==> config.mk <==
export PLATFORM = sky130hd
export DESIGN_NAME = vit_dec_param_flat
export DESIGN_NICKNAME = d
export VERILOG_FILES = /design/src/rtl/vit_dec_param_if.sv /design/src/rtl/vit_dec_param.sv /design/src/flat_wrapper.sv
export SDC_FILE = /design/constraint.sdc
export NUM_CORES = 1
export LEC_CHECK = 0
export BUFFER_PORTS_ARGS = -buffer_cell sky130_fd_sc_hd__clkbuf_2
export CORE_UTILIZATION = 40
export DETAILED_ROUTE_END_ITERATION = 10
export GPL_TIMING_DRIVEN = 0
export PLACE_DENSITY = 0.59
export SLEW_MARGIN = 20
export SYNTH_ARGS = -nofsm -noshare
export SYNTH_HDL_FRONTEND = slang
export SYNTH_SLANG_ARGS = --single-unit
==> constraint.sdc <==
create_clock -name clk -period 4 [get_ports clk]
set_input_delay 0.2 -clock clk [delete_from_list [all_inputs] [get_ports clk]]
set_output_delay 0.2 -clock clk [all_outputs]
set_load 0.02 [all_outputs]
==> src/rtl/vit_dec_param_if.sv <==
// vit_dec_param_if: symbol-in / frame-out bundle for the parametrised Viterbi decoder.
// Signals: rx, seq_rdy (source -> decoder); data_ack, dec_data, dec_valid, dec_metric, busy (decoder -> sink).
// master = source/sink side, slave = decoder side; FRAME_SYMS and MW must match the decoder instance.
interface vit_dec_param_if #(
  parameter int FRAME_SYMS = 12,
  parameter int MW         = 6
) ();
  logic [1:0]            rx;
  logic                  seq_rdy;
  logic                  data_ack;
  logic [FRAME_SYMS-1:0] dec_data;
  logic                  dec_valid;
  logic [MW-1:0]         dec_metric;
  logic                  busy;

  modport master (
    output rx, seq_rdy,
    input  data_ack, dec_data, dec_valid, dec_metric, busy
  );

  modport slave (
    input  rx, seq_rdy,
    output data_ack, dec_data, dec_valid, dec_metric, busy
  );
endinterface

==> src/rtl/vit_dec_param.sv <==
// vit_dec_param: hard-decision rate-1/2 Viterbi decoder, parallel ACS on 2^(K-1) states, register-exchange survivors.
// Latency: at most one symbol per 2 cycles; dec_valid 2 cycles after the last data_ack (3 with VITDEC_BEST_STATE_EN).
// Backpressure: waits in SAMP while seq_rdy=0 (no timeout); the data_ack pulse tells the source to advance rx.
// Ports: clk, rst (async, active-high); bus (vit_dec_param_if.slave): rx, seq_rdy in;
//        data_ack, dec_data (MSB = first bit), dec_valid, dec_metric, busy out.
// Optional macro VITDEC_BEST_STATE_EN: emit the minimum-metric state (for unterminated frames) instead of state 0.
module vit_dec_param #(
  parameter int K          = 3,
  parameter int G0         = 7,
  parameter int G1         = 5,
  parameter int FRAME_SYMS = 12,
  parameter int MW         = 6
) (
  input  logic           clk,
  input  logic           rst,
  vit_dec_param_if.slave bus
);
  localparam int SW = K - 1;
  localparam int NS = 1 << SW;
  localparam int CW = $clog2(FRAME_SYMS + 1);
  localparam logic [K-1:0]  L_G0   = G0[K-1:0];
  localparam logic [K-1:0]  L_G1   = G1[K-1:0];
  localparam logic [MW-1:0] L_MAX  = {MW{1'b1}};
  localparam logic [CW-1:0] L_LAST = CW'(FRAME_SYMS);

  typedef enum logic [2:0] {S_IDLE, S_SAMP, S_WAIT, S_BEST, S_DONE} state_t;

  state_t                r_state;
  state_t                w_state_nxt;
  logic [MW-1:0]         r_pm   [NS];
  logic [FRAME_SYMS-1:0] r_surv [NS];
  logic [CW-1:0]         r_sym_cnt;
  logic                  r_data_ack;
  logic                  r_dec_valid;
  logic                  r_busy;
  logic [FRAME_SYMS-1:0] r_dec_data;
  logic [MW-1:0]         r_dec_metric;

  logic                  w_acc;
  logic                  w_fin;
  logic [MW-1:0]         w_m0       [NS];
  logic [MW-1:0]         w_m1       [NS];
  logic [MW-1:0]         w_pm_nxt   [NS];
  logic [FRAME_SYMS-1:0] w_surv_nxt [NS];
  logic [FRAME_SYMS-1:0] w_sel_surv;
  logic [MW-1:0]         w_sel_pm;

  // Predecessor of state n: drop the newest bit (MSB), shift left, x becomes the oldest bit.
  function automatic logic [SW-1:0] f_pred(input int n, input logic x);
    logic [SW-1:0] nb;
    nb = SW'(n);
    return {nb[SW-2:0], x};
  endfunction

  // Hamming distance between the received symbol and the branch output.
  // The encoder register {b, p} equals {n, x}: b is the MSB of n, p is {n[SW-2:0], x}.
  function automatic logic [1:0] f_bm(input logic [1:0] sym, input int n, input logic x);
    logic [K-1:0] r;
    logic [1:0]   d;
    r = {SW'(n), x};
    d = sym ^ {^(r & L_G0), ^(r & L_G1)};
    return {d[1] & d[0], d[1] ^ d[0]};
  endfunction

  function automatic logic [MW-1:0] f_sat_add(input logic [MW-1:0] a, input logic [1:0] b);
    logic [MW:0] s;
    s = {1'b0, a} + {{(MW-1){1'b0}}, b};
    return s[MW] ? L_MAX : s[MW-1:0];
  endfunction

  // ---------------------------------------------------------------- ACS
  always_comb begin
    for (int n = 0; n < NS; n++) begin
      w_m0[n] = f_sat_add(r_pm[f_pred(n, 1'b0)], f_bm(bus.rx, n, 1'b0));
      w_m1[n] = f_sat_add(r_pm[f_pred(n, 1'b1)], f_bm(bus.rx, n, 1'b1));
      // Strict compare: a tie keeps the predecessor whose oldest bit is 0.
      if (w_m1[n] < w_m0[n]) begin
        w_pm_nxt[n]   = w_m1[n];
        w_surv_nxt[n] = {r_surv[f_pred(n, 1'b1)][FRAME_SYMS-2:0], 1'(n >> (SW - 1))};
      end else begin
        w_pm_nxt[n]   = w_m0[n];
        w_surv_nxt[n] = {r_surv[f_pred(n, 1'b0)][FRAME_SYMS-2:0], 1'(n >> (SW - 1))};
      end
    end
  end

  // ---------------------------------------------------------------- FSM
  always_ff @(posedge clk or posedge rst) begin
    if (rst) r_state <= S_IDLE;
    else     r_state <= w_state_nxt;
  end

  always_comb begin
    w_state_nxt = r_state;
    case (r_state)
      S_IDLE: if (bus.seq_rdy) w_state_nxt = S_SAMP;
      S_SAMP: if (bus.seq_rdy) w_state_nxt = S_WAIT;
      S_WAIT: begin
        if (r_sym_cnt == L_LAST)
`ifdef VITDEC_BEST_STATE_EN
          w_state_nxt = S_BEST;
`else
          w_state_nxt = S_DONE;
`endif
        else
          w_state_nxt = S_SAMP;
      end
      S_BEST:  w_state_nxt = S_DONE;
      S_DONE:  w_state_nxt = S_IDLE;
      default: w_state_nxt = S_IDLE;
    endcase
  end

  always_comb begin
    w_acc = (r_state == S_SAMP) && bus.seq_rdy;
    w_fin = (r_state == S_DONE);
  end

  // ---------------------------------------------------------------- final state selection
`ifdef VITDEC_BEST_STATE_EN
  logic [SW-1:0]         w_min_idx;
  logic [MW-1:0]         w_min_pm;
  logic [FRAME_SYMS-1:0] r_best_surv;
  logic [MW-1:0]         r_best_pm;

  // Strict compare keeps the lowest index on ties.
  always_comb begin
    w_min_idx = '0;
    w_min_pm  = r_pm[0];
    for (int s = 1; s < NS; s++) begin
      if (r_pm[s] < w_min_pm) begin
        w_min_pm  = r_pm[s];
        w_min_idx = SW'(s);
      end
    end
  end

  always_ff @(posedge clk or posedge rst) begin
    if (rst) begin
      r_best_surv <= '0;
      r_best_pm   <= '0;
    end else if (r_state == S_BEST) begin
      r_best_surv <= r_surv[w_min_idx];
      r_best_pm   <= w_min_pm;
    end
  end

  assign w_sel_surv = r_best_surv;
  assign w_sel_pm   = r_best_pm;
`else
  assign w_sel_surv = r_surv[0];
  assign w_sel_pm   = r_pm[0];
`endif

  // ---------------------------------------------------------------- datapath
  always_ff @(posedge clk or posedge rst) begin
    if (rst) begin
      for (int s = 0; s < NS; s++) begin
        r_pm[s]   <= (s == 0) ? '0 : L_MAX;
        r_surv[s] <= '0;
      end
      r_sym_cnt    <= '0;
      r_data_ack   <= 1'b0;
      r_dec_valid  <= 1'b0;
      r_busy       <= 1'b0;
      r_dec_data   <= '0;
      r_dec_metric <= '0;
    end else begin
      r_data_ack  <= w_acc;
      r_dec_valid <= w_fin;
      if (w_acc) begin
        for (int s = 0; s < NS; s++) begin
          r_pm[s]   <= w_pm_nxt[s];
          r_surv[s] <= w_surv_nxt[s];
        end
        r_sym_cnt <= r_sym_cnt + 1'b1;
        r_busy    <= 1'b1;
      end
      if (w_fin) begin
        r_dec_data   <= w_sel_surv;
        r_dec_metric <= w_sel_pm;
        r_busy       <= 1'b0;
        r_sym_cnt    <= '0;
        // Start the next frame from the known all-zero encoder state.
        for (int s = 0; s < NS; s++) begin
          r_pm[s]   <= (s == 0) ? '0 : L_MAX;
          r_surv[s] <= '0;
        end
      end
    end
  end

  assign bus.data_ack   = r_data_ack;
  assign bus.dec_valid  = r_dec_valid;
  assign bus.busy       = r_busy;
  assign bus.dec_data   = r_dec_data;
  assign bus.dec_metric = r_dec_metric;
endmodule
==> src/flat_wrapper.sv <==
// flat-port wrapper written by rule: the top's interface ports become plain ports
module vit_dec_param_flat 
#(
  parameter int K          = 3,
  parameter int G0         = 7,
  parameter int G1         = 5,
  parameter int FRAME_SYMS = 12,
  parameter int MW         = 6
)
  (clk, rst, bus_rx, bus_seq_rdy, bus_data_ack, bus_dec_data, bus_dec_valid, bus_dec_metric, bus_busy);
  vit_dec_param_if #(.FRAME_SYMS(FRAME_SYMS), .MW(MW)) bus_i ();
  input  logic clk;
  input  logic rst;
  input wire logic [$bits(bus_i.rx)-1:0] bus_rx;
  input wire logic [$bits(bus_i.seq_rdy)-1:0] bus_seq_rdy;
  output wire logic [$bits(bus_i.data_ack)-1:0] bus_data_ack;
  output wire logic [$bits(bus_i.dec_data)-1:0] bus_dec_data;
  output wire logic [$bits(bus_i.dec_valid)-1:0] bus_dec_valid;
  output wire logic [$bits(bus_i.dec_metric)-1:0] bus_dec_metric;
  output wire logic [$bits(bus_i.busy)-1:0] bus_busy;
  assign bus_i.rx = bus_rx;
  assign bus_i.seq_rdy = bus_seq_rdy;
  assign bus_data_ack = bus_i.data_ack;
  assign bus_dec_data = bus_i.dec_data;
  assign bus_dec_valid = bus_i.dec_valid;
  assign bus_dec_metric = bus_i.dec_metric;
  assign bus_busy = bus_i.busy;
  vit_dec_param #(.K(K), .G0(G0), .G1(G1), .FRAME_SYMS(FRAME_SYMS), .MW(MW)) u_core (.clk(clk), .rst(rst), .bus(bus_i));
endmodule
==> results of run 1 <==
[registers in the layout, summed over array words and instances (netlist names)]
name,flops
u_core.r_pm,18
u_core.bus.data_ack,1
u_core.w_sel_pm,6
u_core.r_state,3
u_core.r_surv,27
u_core.bus.dec_data,10
u_core.r_sym_cnt,4
u_core.bus.dec_valid,1
u_core.bus.dec_metric,6
u_core.w_sel_surv,10
[placed cells by master (no fill, tap or decap), types with 4 or more instances in the layout]
master	n
nand2_1	81
dfrtp_1	68
nor2_1	38
ha_1	37
nand3_1	32
o21ai_0	29
mux2_2	27
a21oi_1	26
clkbuf_1	23
clkbuf_2	23
o211ai_1	18
mux2i_1	18
dfstp_2	18
inv_1	17
a31oi_1	14
nand4_1	13
buf_2	12
xor2_1	10
a21o_1	10
nor3_1	10
xnor2_1	10
o31ai_1	9
clkbuf_16	9
nor2b_1	7
nor4_1	7
a31o_1	7
nand3b_1	6
or3_1	6
o221ai_1	5
or2_2	5
a21boi_0	5
a211oi_1	5
buf_4	5
and2_1	4
nor3b_1	4
[routing by layer]
metal | up-vias | part of all wire [%] | wire [um] | global-route usage [%]
li1 | 2496 | - | - | -
met1 | 2622 | 47 | 7866 | 31.45
met2 | 162 | 46 | 7668 | 34.77
met3 | 20 | 5.1 | 846 | 2.620
met4 | 0 | 1.7 | 279 | 7.938
met5 | - | 0 | 0 | 0
[where the power goes]
group	total (mW)	leakage [nW]	internal [mW]	switching (mW)
sequential	1.59	1.10	1.27	0.313
combinational	3.74	1.65	1.40	2.34
clock	0.937	0.163	0.556	0.380
[synthesized netlist by cell type, drive strengths merged (3+ instances only)]
| cell type | count |
|---|---|
| nand2 | 82 |
| o21ai | 32 |
| buf | 21 |
| mux2 | 27 |
| a31oi | 14 |
| a21boi | 5 |
| nand3b | 6 |
| nand4 | 13 |
| a31o | 7 |
| dfstp | 18 |
| clkbuf | 23 |
| o32a | 3 |
| a22oi | 4 |
| o211ai | 19 |
| a21oi | 29 |
| o31ai | 10 |
| dfrtp | 68 |
| nor2b | 7 |
| xnor2 | 10 |
| or2 | 7 |
| or3 | 6 |
| nand2b | 3 |
| xor2 | 11 |
| nand3 | 32 |
| nor4 | 7 |
| mux2i | 18 |
| and3 | 5 |
| a311oi | 3 |
| a211oi | 6 |
| a22o | 4 |
| nor3 | 10 |
| inv | 18 |
| a21o | 10 |
| nor2 | 39 |
| nor3b | 4 |
| ha | 38 |
| and2 | 4 |
| o221ai | 5 |
[path summary, 6_finish.rpt]
kind                                          endpoint                from  slack (ps)
max in group asynchronous               u_core.r_pm[9]                 rst        2810
worst min-delay path                 u_core.r_state[0]         bus_seq_rdy         290
min in group asynchronous       u_core.bus.dec_data[9]                 rst         480
worst min register to register       u_core.r_state[0]   u_core.r_state[2]         490
worst max-delay path                   u_core.r_pm[10]           bus_rx[0]         260
worst max register to register         u_core.r_pm[10]  u_core.w_sel_pm[0]         280
[cell families after synthesis]
logic type | count (synthesis) | share of synthesized area, %
and+or+nand+nor | 229 | 18.53
AOI/OAI and AO/OA | 174 | 21.38
muxes | 45 | 8.057
buffers and inverters | 62 | 4.685
DFF | 86 | 36.19
adders and majority gates | 38 | 7.912
other | 1 | 0.06240
xor gates and xnor gates | 21 | 3.185
[repair_timing]
action	in CTS	in global routing
setup endpoints to repair	0	11
gates resized for setup	0	2
setup buffers	0	0
hold buffers	1	0
endpoints found under the hold margin	29	0
[area by class of cell]
cell class / instances / area, um^2 / area share [%]
multi-input cells: 509 / 3560 / 52.92
flip-flops and latches: 86 / 2175 / 32.33
well taps: 184 / 230.2 / 3.423
clock buffers: 9 / 225.2 / 3.348
plain buffers: 44 / 214.0 / 3.181
repair buffers: 25 / 145.1 / 2.158
clock inverters: 7 / 107.6 / 1.600
inverters: 18 / 70.07 / 1.042
[critical path, delay by kind of cell]
kind,cells,cell delay [ps]
and+or+nand+nor,6,1280
AOI/OAI and AO/OA,5,1130
adders and majority gates,3,890
buffers and inverters,3,480
==> flow_summary.ini, run 1 <==
[synthesis]
yosysTopAreaCell = dfrtp_1
synth_cell_types = 78
ys_warn_count = 0
synth_top_area_share_pct = 28.32
synth_area_leaders = dfrtp_1, ha_1, dfstp_2
synthFlopType = dfrtp_1
ys_seq_elements = 86
synth-edff-count = 0
synth-seq-area-share_pct = 36.19
synth_area_per_cell_um2 = 9.161
syn_inst = 656
async_flop_share_pct = 100.0
syn_area_um2 = 6010

[worst_setup_path]
crit_type = input pin to flip-flop
startpoint_type = input pin
critPathSlowestCell = a221o_1
critPathMaxStageDelay_ps = 360
worstPathArrival_ps = 3990
r2r_cells = 14
cp_cell_sequence = clkbuf_2, inv_1, ha_2, ha_1, nor2b_1, o21ai_1, nand2_1, and4_1, or2_2, ha_1, and3_1, a221o_1, a21oi_2, o31ai_2, or2_1, buf_2, a221oi_2
cp_common_cell = ha_1
path_max_fanout = 10
required_ps = 4250
endpoint_kind = flip-flop

[clocking]
cts_tree = done
numCtsBuffers = 9
cts-root-buf = clkbuf_16
path_clk_slew_ps = 60
clockBufferDepth = 2
clk_latency_ps = 350
htreeDepth = 3
clkSinkCount = 86

[finish]
nFillCells = 1395
fin_cells = 882
syn2layout_area_growth_pct = 11.93
fin_area_um2 = 6726
insertedDiodeCount = 0
finish.utilization_pct = 46.11
drive_gt1_share_pct = 18.91
final_nets = 736

[floorplanning]
coreArea_um2 = 14590
rows = 44
die_w_um = 124.6
dieArea_um2 = 15520
start_util_pct = 41.19
io_pins = 26
die_height_um = 124.6

[power_and_ir_drop]
powerDensity_nw_per_um2 = 930.7
total_power_mw = 6.260
vdd_drop_max_mv = 0.4318
leakagePower_nw = 2.914

[timing]
setup_slack_ps = 258.3
clock.fmax_mhz = 267.3
slew_viol_final = 0
worstMarginPinSlew_ps = 725.5
whs_ps = 285.6
fin_crit_sh_pct = 93.54
grt_setup_unrepaired = no
setup_tns_ps = 0
skew_ps = 11.94
hold_viol = 0
fin_crit_ps = 3742
max_slew_margin_pct = 51.63
setup_viol = 0

[route]
drc = 0
drtIter0Drc = 416
ant_nets = 0
vias = 5300
routed_via_density = 6.009
wl_per_cell_um = 18.89
drt-total-wl_um = 16660
drt_first_pass_iters = 5

[outcome]
status = completed

[placed_design]
io_buffers = 23
place_ws_ps = -243.9
placed_area_um2 = 6381
dp.cells = 865
hpwlAfterDp_um = 12590
gp_congestion = 0.8540

[job]
cap_violations = 0

[worst_hold_path]
hold_path.class = input pin to flip-flop
whs_path_depth = 5

[global_route]
grt_first_pass_wirelength_um = 27560
antenna_found_initial = 0
track_usage_pct = 22.20
globalRoute.totalOverflow = 0
grt_pass1_vias = 5150
grt_max_degree = 46
(Power assumes the default switching activity.)
==> run 2, diff against run 1 <==
- CTS_CLUSTER_SIZE: default -> 12
- PLACE_DENSITY: 0.59 -> default
==> flow_summary.ini, run 2 (synthesis results as in run 1) <==
[finish]
finish.utilization_pct = 46.02
syn2layout_area_growth_pct = 11.72
nFillCells = 1383
largestRegisters = u_core.r_surv: 27 flops, u_core.r_pm: 18 flops
largest_reg_flops = 27
fin_area_um2 = 6714
regArea_um2 = 2175
final_nets = 736
final_cell_mix = nand2_1, dfrtp_1, nor2_1
drive_gt1_share_pct = 19.05
largest_register = u_core.r_surv
insertedDiodeCount = 0
multi_input_area_um2 = 3563
final_common_cell = nand2_1

[clocking]
clockBufferDepth = 2
clk_latency_ps = 350
numCtsBuffers = 9
clkSinkCount = 86
htreeDepth = 3
cts-root-buf = clkbuf_16
cts_tree = done
path_clk_slew_ps = 70

[floorplanning]
start_util_pct = 41.19
io_pins = 26
die_w_um = 124.6
coreArea_um2 = 14590
dieArea_um2 = 15520
die_height_um = 124.6
rows = 44

[timing]
hold_viol = 0
skew_ps = 14.26
clock.fmax_mhz = 266.9
fin_crit_sh_pct = 93.68
slew_viol_final = 0
setup_viol = 0
worstMarginPinSlew_ps = 746.8
grt_setup_unrepaired = no
max_slew_margin_pct = 50.21
setup_tns_ps = 0
setup_slack_ps = 252.7
fin_crit_ps = 3747

[worst_hold_path]
whs_endpoint = u_core.r_state[0]
whs_path_depth = 5
hold_path.class = input pin to flip-flop
hp-start = bus_seq_rdy

[worst_setup_path]
endpoint_kind = flip-flop
cp_num_buf_inv = 3
worstPathArrival_ps = 4000
cp_cell_sequence = clkbuf_2, inv_1, ha_2, ha_1, nor2b_1, o21ai_2, nand2_1, and4_1, or2_2, ha_1, and3_1, a221o_1, a21oi_2, o31ai_2, or2_1, buf_2, a211oi_1
cp_common_cell = ha_1
reg2reg_from = u_core.w_sel_pm[0]
critPathMaxStageDelay_ps = 360
critPathSlowestCell = a221o_1
crit_type = input pin to flip-flop
path_max_fanout = 10
r2r_end = u_core.r_pm[9]
cpLargestDelayFamily = simple AND/OR/NAND/NOR gates
r2r_cells = 14
r2r_slack_ps = 290
required_ps = 4250
startpoint_type = input pin

[global_route]
antenna_found_initial = 0
grt_max_degree = 55
track_usage_pct = 22.12
grt_pass1_vias = 5006
globalRoute.totalOverflow = 0
grt_first_pass_wirelength_um = 27410

[placed_design]
placed_area_um2 = 6381
io_buffers = 23
place_ws_ps = -276.1
gp_congestion = 0.8618
hpwlAfterDp_um = 12500

[route]
vias = 5276
routed_via_density = 5.982
ant_nets = 0
wl_per_cell_um = 18.71
drtIter0Drc = 395
drc = 0
drt-total-wl_um = 16500
drt_first_pass_iters = 5

[power_and_ir_drop]
leakagePower_nw = 2.902
clock_power_share_pct = 14.3
p_int_mw = 3.166
powerDensity_nw_per_um2 = 920.7
p_seq_share_pct = 25.6
combPwrFrac_pct = 60.0
power.switching_mw = 3.016
total_power_mw = 6.182
vdd_drop_max_mv = 0.4413
swShare_pct = 48.78

[outcome]
status = completed

[job]
cap_violations = 0
## run 2: cell types whose count changed in the layout (fill, tap and decap cells not counted)
cell,delta
inv_8,+1
o21ai_1,-1
bufinv_16,-1
clkinv_2,-1
clkinvlp_4,+1
o21ai_2,+1
## run 2: per-layer routing
metal | global-route usage (%) | routed length (um)
met1 | 31.44 | 7756
met2 | 34.45 | 7624
met3 | 2.534 | 750
met4 | 8.292 | 367
met5 | 0 | 0
## run 2: power groups by stage
stage	logic (mW)	registers [mW]	clock network [mW]
2_1_floorplan	2.69	1.57	0
3_3_place_gp	3.59	1.58	0
3_5_place_dp	3.66	1.59	0
4_1_cts	3.68	1.58	0.905
5_1_grt	4.09	1.64	0.939
6_report	3.71	1.59	0.886
## run 2: worst max-delay path by stage
stage,from,to,cells after the start
final,bus_rx[1],u_core.r_pm[9],17
after global routing,bus_rx[0],u_core.r_pm[8],17
after CTS,bus_rx[0],u_core.r_pm[9],17
after detailed placement,bus_rx[0],u_core.r_pm[9],17
after global placement,bus_rx[0],u_core.r_pm[8],17
after floorplan,bus_rx[0],u_core.r_pm[10],16
## run 2: stage by stage
stage | hold slack, ps | instances
2_1_floorplan | 439.4 | 657
3_3_place_gp | 452.4 | 864
3_5_place_dp | 348.4 | 865
4_1_cts | 259.5 | 882
5_1_grt | 322.9 | 882
6_report | 273.4 | 882
## run 2: final cells by class
type / count / share of cell area (%)
buffer: 44 / 3.187
clock buffer: 9 / 3.354
clock inverter: 7 / 1.360
inverter: 18 / 1.044
multi-input combinational: 509 / 53.07
sequential: 86 / 32.39
tap: 184 / 3.429
timing repair buffer: 25 / 2.162
## run 2: repair_timing
action	CTS	global route
resized for setup	0	3
endpoints found under the setup margin	0	12
hold buffers	1	0
buffers inserted	0	0
endpoints found under the hold margin	43	0
## run 2: worst register-to-register path: stages, from the launching register on
cell      delay (ps)
dfrtp_1          440
ha_1             290
nor2b_1          160
o21ai_2          170
nand2_1          140
and4_1           240
or2_2            290
ha_1             290
and3_1           200
a221o_1          360
a21oi_2          190
o31ai_2          130
or2_1            250
buf_2            200
a211oi_1         260
==> run 3, diff against run 2 <==
- ABC_AREA: default -> 1
==> flow_summary.ini, run 3 <==
[outcome]
status = completed

[timing]
clock.fmax_mhz = 285.7
skew_ps = 12.13
hold_viol = 0
worstMarginPinSlew_ps = 652.0
fin_crit_sh_pct = 87.52
slew_viol_final = 0
max_slew_margin_pct = 56.53
setup_viol = 0
setup_tns_ps = 0
grt_setup_unrepaired = no
fin_crit_ps = 3501

[synthesis]
ys_seq_elements = 86
synth-seq-area-share_pct = 36.59
syn_inst = 835
synth_top_area_share_pct = 28.63
ys_warn_count = 0
async_flop_share_pct = 100.0
yosysTopAreaCell = dfrtp_1
synthFlopType = dfrtp_1
synth_area_per_cell_um2 = 7.118
synth_area_leaders = dfrtp_1, nand2_1, nand3_1
yosysMostFrequentCell = nand2_1
synth-edff-count = 0
syn_area_um2 = 5943
synth_cell_types = 36
synth_commonest_cells = nand2_1, nand3_1, inv_1, dfrtp_1, o21ai_0

[floorplanning]
start_util_pct = 40.89
io_pins = 26
coreArea_um2 = 14530
die_height_um = 123.9
dieArea_um2 = 15350
rows = 44
die_w_um = 123.9

[route]
wl_met3_um = 422
routed_via_density = 4.879
dr_wl_met2_um = 6582
drt_first_pass_iters = 5
drt-total-wl_um = 14450
vias = 5177
wl_per_cell_um = 13.62
drc = 0
wl_met1_um = 7275
ant_nets = 0
highest_layer = met4
drtIter0Drc = 333

[clocking]
htreeDepth = 3
clockBufferDepth = 2
cts_resized = 0
path_clk_slew_ps = 70
clk_latency_ps = 360
cts-root-buf = clkbuf_16
post_cts_buffers = 0
numCtsBuffers = 9
clkSinkCount = 86
cts_tree = done

[finish]
largest_reg_flops = 27
fin_area_um2 = 6635
largest_register = u_core.r_surv
nFillCells = 1526
insertedDiodeCount = 0
largestRegisters = u_core.r_surv: 27 flops, u_core.r_pm: 18 flops
syn2layout_area_growth_pct = 11.64
final_cell_mix = nand2_1, nand3_1, inv_1
final_nets = 915
final_common_cell = nand2_1
drive_gt1_share_pct = 13.23

[worst_setup_path]
crit_type = input pin to flip-flop
path_max_fanout = 10
worstPathArrival_ps = 3710
reg2reg_from = u_core.r_pm[0]
r2r_cells = 15
required_ps = 4200
r2r_end = u_core.r_surv[4]
endpoint_kind = flip-flop
r2r_slack_ps = 650
startpoint_type = input pin

[placed_design]
io_buffers = 23
gp_congestion = 0.9086
hpwlAfterDp_um = 11060
placed_area_um2 = 6322

[worst_hold_path]
hp-start = bus_seq_rdy
whs_path_depth = 4
hold_path.class = input pin to flip-flop
whs_endpoint = u_core.r_state[0]

[job]
cap_violations = 0

[global_route]
globalRoute.totalOverflow = 0
track_usage_pct = 20.55
antenna_found_initial = 0
grt_max_degree = 56
grt_first_pass_wirelength_um = 24140
grt_pass1_vias = 4847
[run 3: cells by family (layout without fill, tap and decap cells)]
kind of cell,count (synthesis),after routing,synth area share [%]
other,1,2,0.06310
XOR/XNOR,9,9,1.326
AO/OA/AOI/OAI,94,94,9.011
AND/OR/NAND/NOR,450,450,33.77
adder cells (fa/ha/maj),38,38,8.000
buffers and inverters,156,197,11.07
flip-flops,86,86,36.59
multiplexers,1,1,0.1684
[run 3: cell type report]
type	count	area [um^2]	share of cell area (%)
clock buffers	9	225.2	3.394
repair buffers	25	152.6	2.301
plain buffers	30	185.2	2.791
well taps	184	230.2	3.470
multi-input cells	594	3114	46.94
inverters	126	475.5	7.166
flip-flops and latches	86	2175	32.77
clock inverters	7	77.57	1.169
[run 3: what timing repair did]
action                     CTS  global route
hold endpoints to repair    31             0
hold buffers                 1             0
setup endpoints to repair    0             0
[run 3: worst max path at each step]
stage               startpoint          endpoint  slack, ps
finish               bus_rx[0]  u_core.r_surv[4]        500
global route         bus_rx[0]  u_core.r_surv[3]         20
CTS                  bus_rx[0]  u_core.r_surv[4]        510
detailed placement   bus_rx[0]  u_core.r_surv[4]        130
global placement     bus_rx[0]  u_core.r_surv[4]        170
floorplan            bus_rx[0]  u_core.r_surv[8]       1000
[run 3: per-stage QoR]
step | utilization [%] | cells | hold slack, ps | setup WS, ps
floorplan | - | 836 | 351.9 | 996.8
global placement | 43.29 | 1043 | 454.6 | 167.1
detailed placement | 43.50 | 1044 | 231.0 | 128.1
CTS | 45.65 | 1061 | 114.0 | 510.3
global route | 45.65 | 1061 | 161.1 | 23.39
finish | 45.65 | 1061 | 122.1 | 499.3
[run 3: critical path, cell delays in order]
cell	delay [ps]
clkbuf_2	140
inv_1	100
ha_1	400
inv_1	170
ha_1	230
nand3_1	90
nand2_1	120
inv_1	80
nor2_1	120
nor2_1	50
o21ai_0	250
ha_1	300
a21oi_1	140
nor2_1	60
a211oi_2	480
clkbuf_1	450
nand3_1	130
nand3_1	100
o21ai_0	100
[run 3: routing by layer]
| metal | GRT usage, % | vias up |
|---|---|---|
| li1 | - | 2720 |
| met1 | 28.36 | 2368 |
| met2 | 33.09 | 79 |
| met3 | 3.434 | 10 |
| met4 | 5.729 | 0 |
| met5 | 0 | - |
Power of run 3 is left out: the tool's default activity adds up to more than one toggle a clock period on the data nets, which glitch-free logic cannot reach.
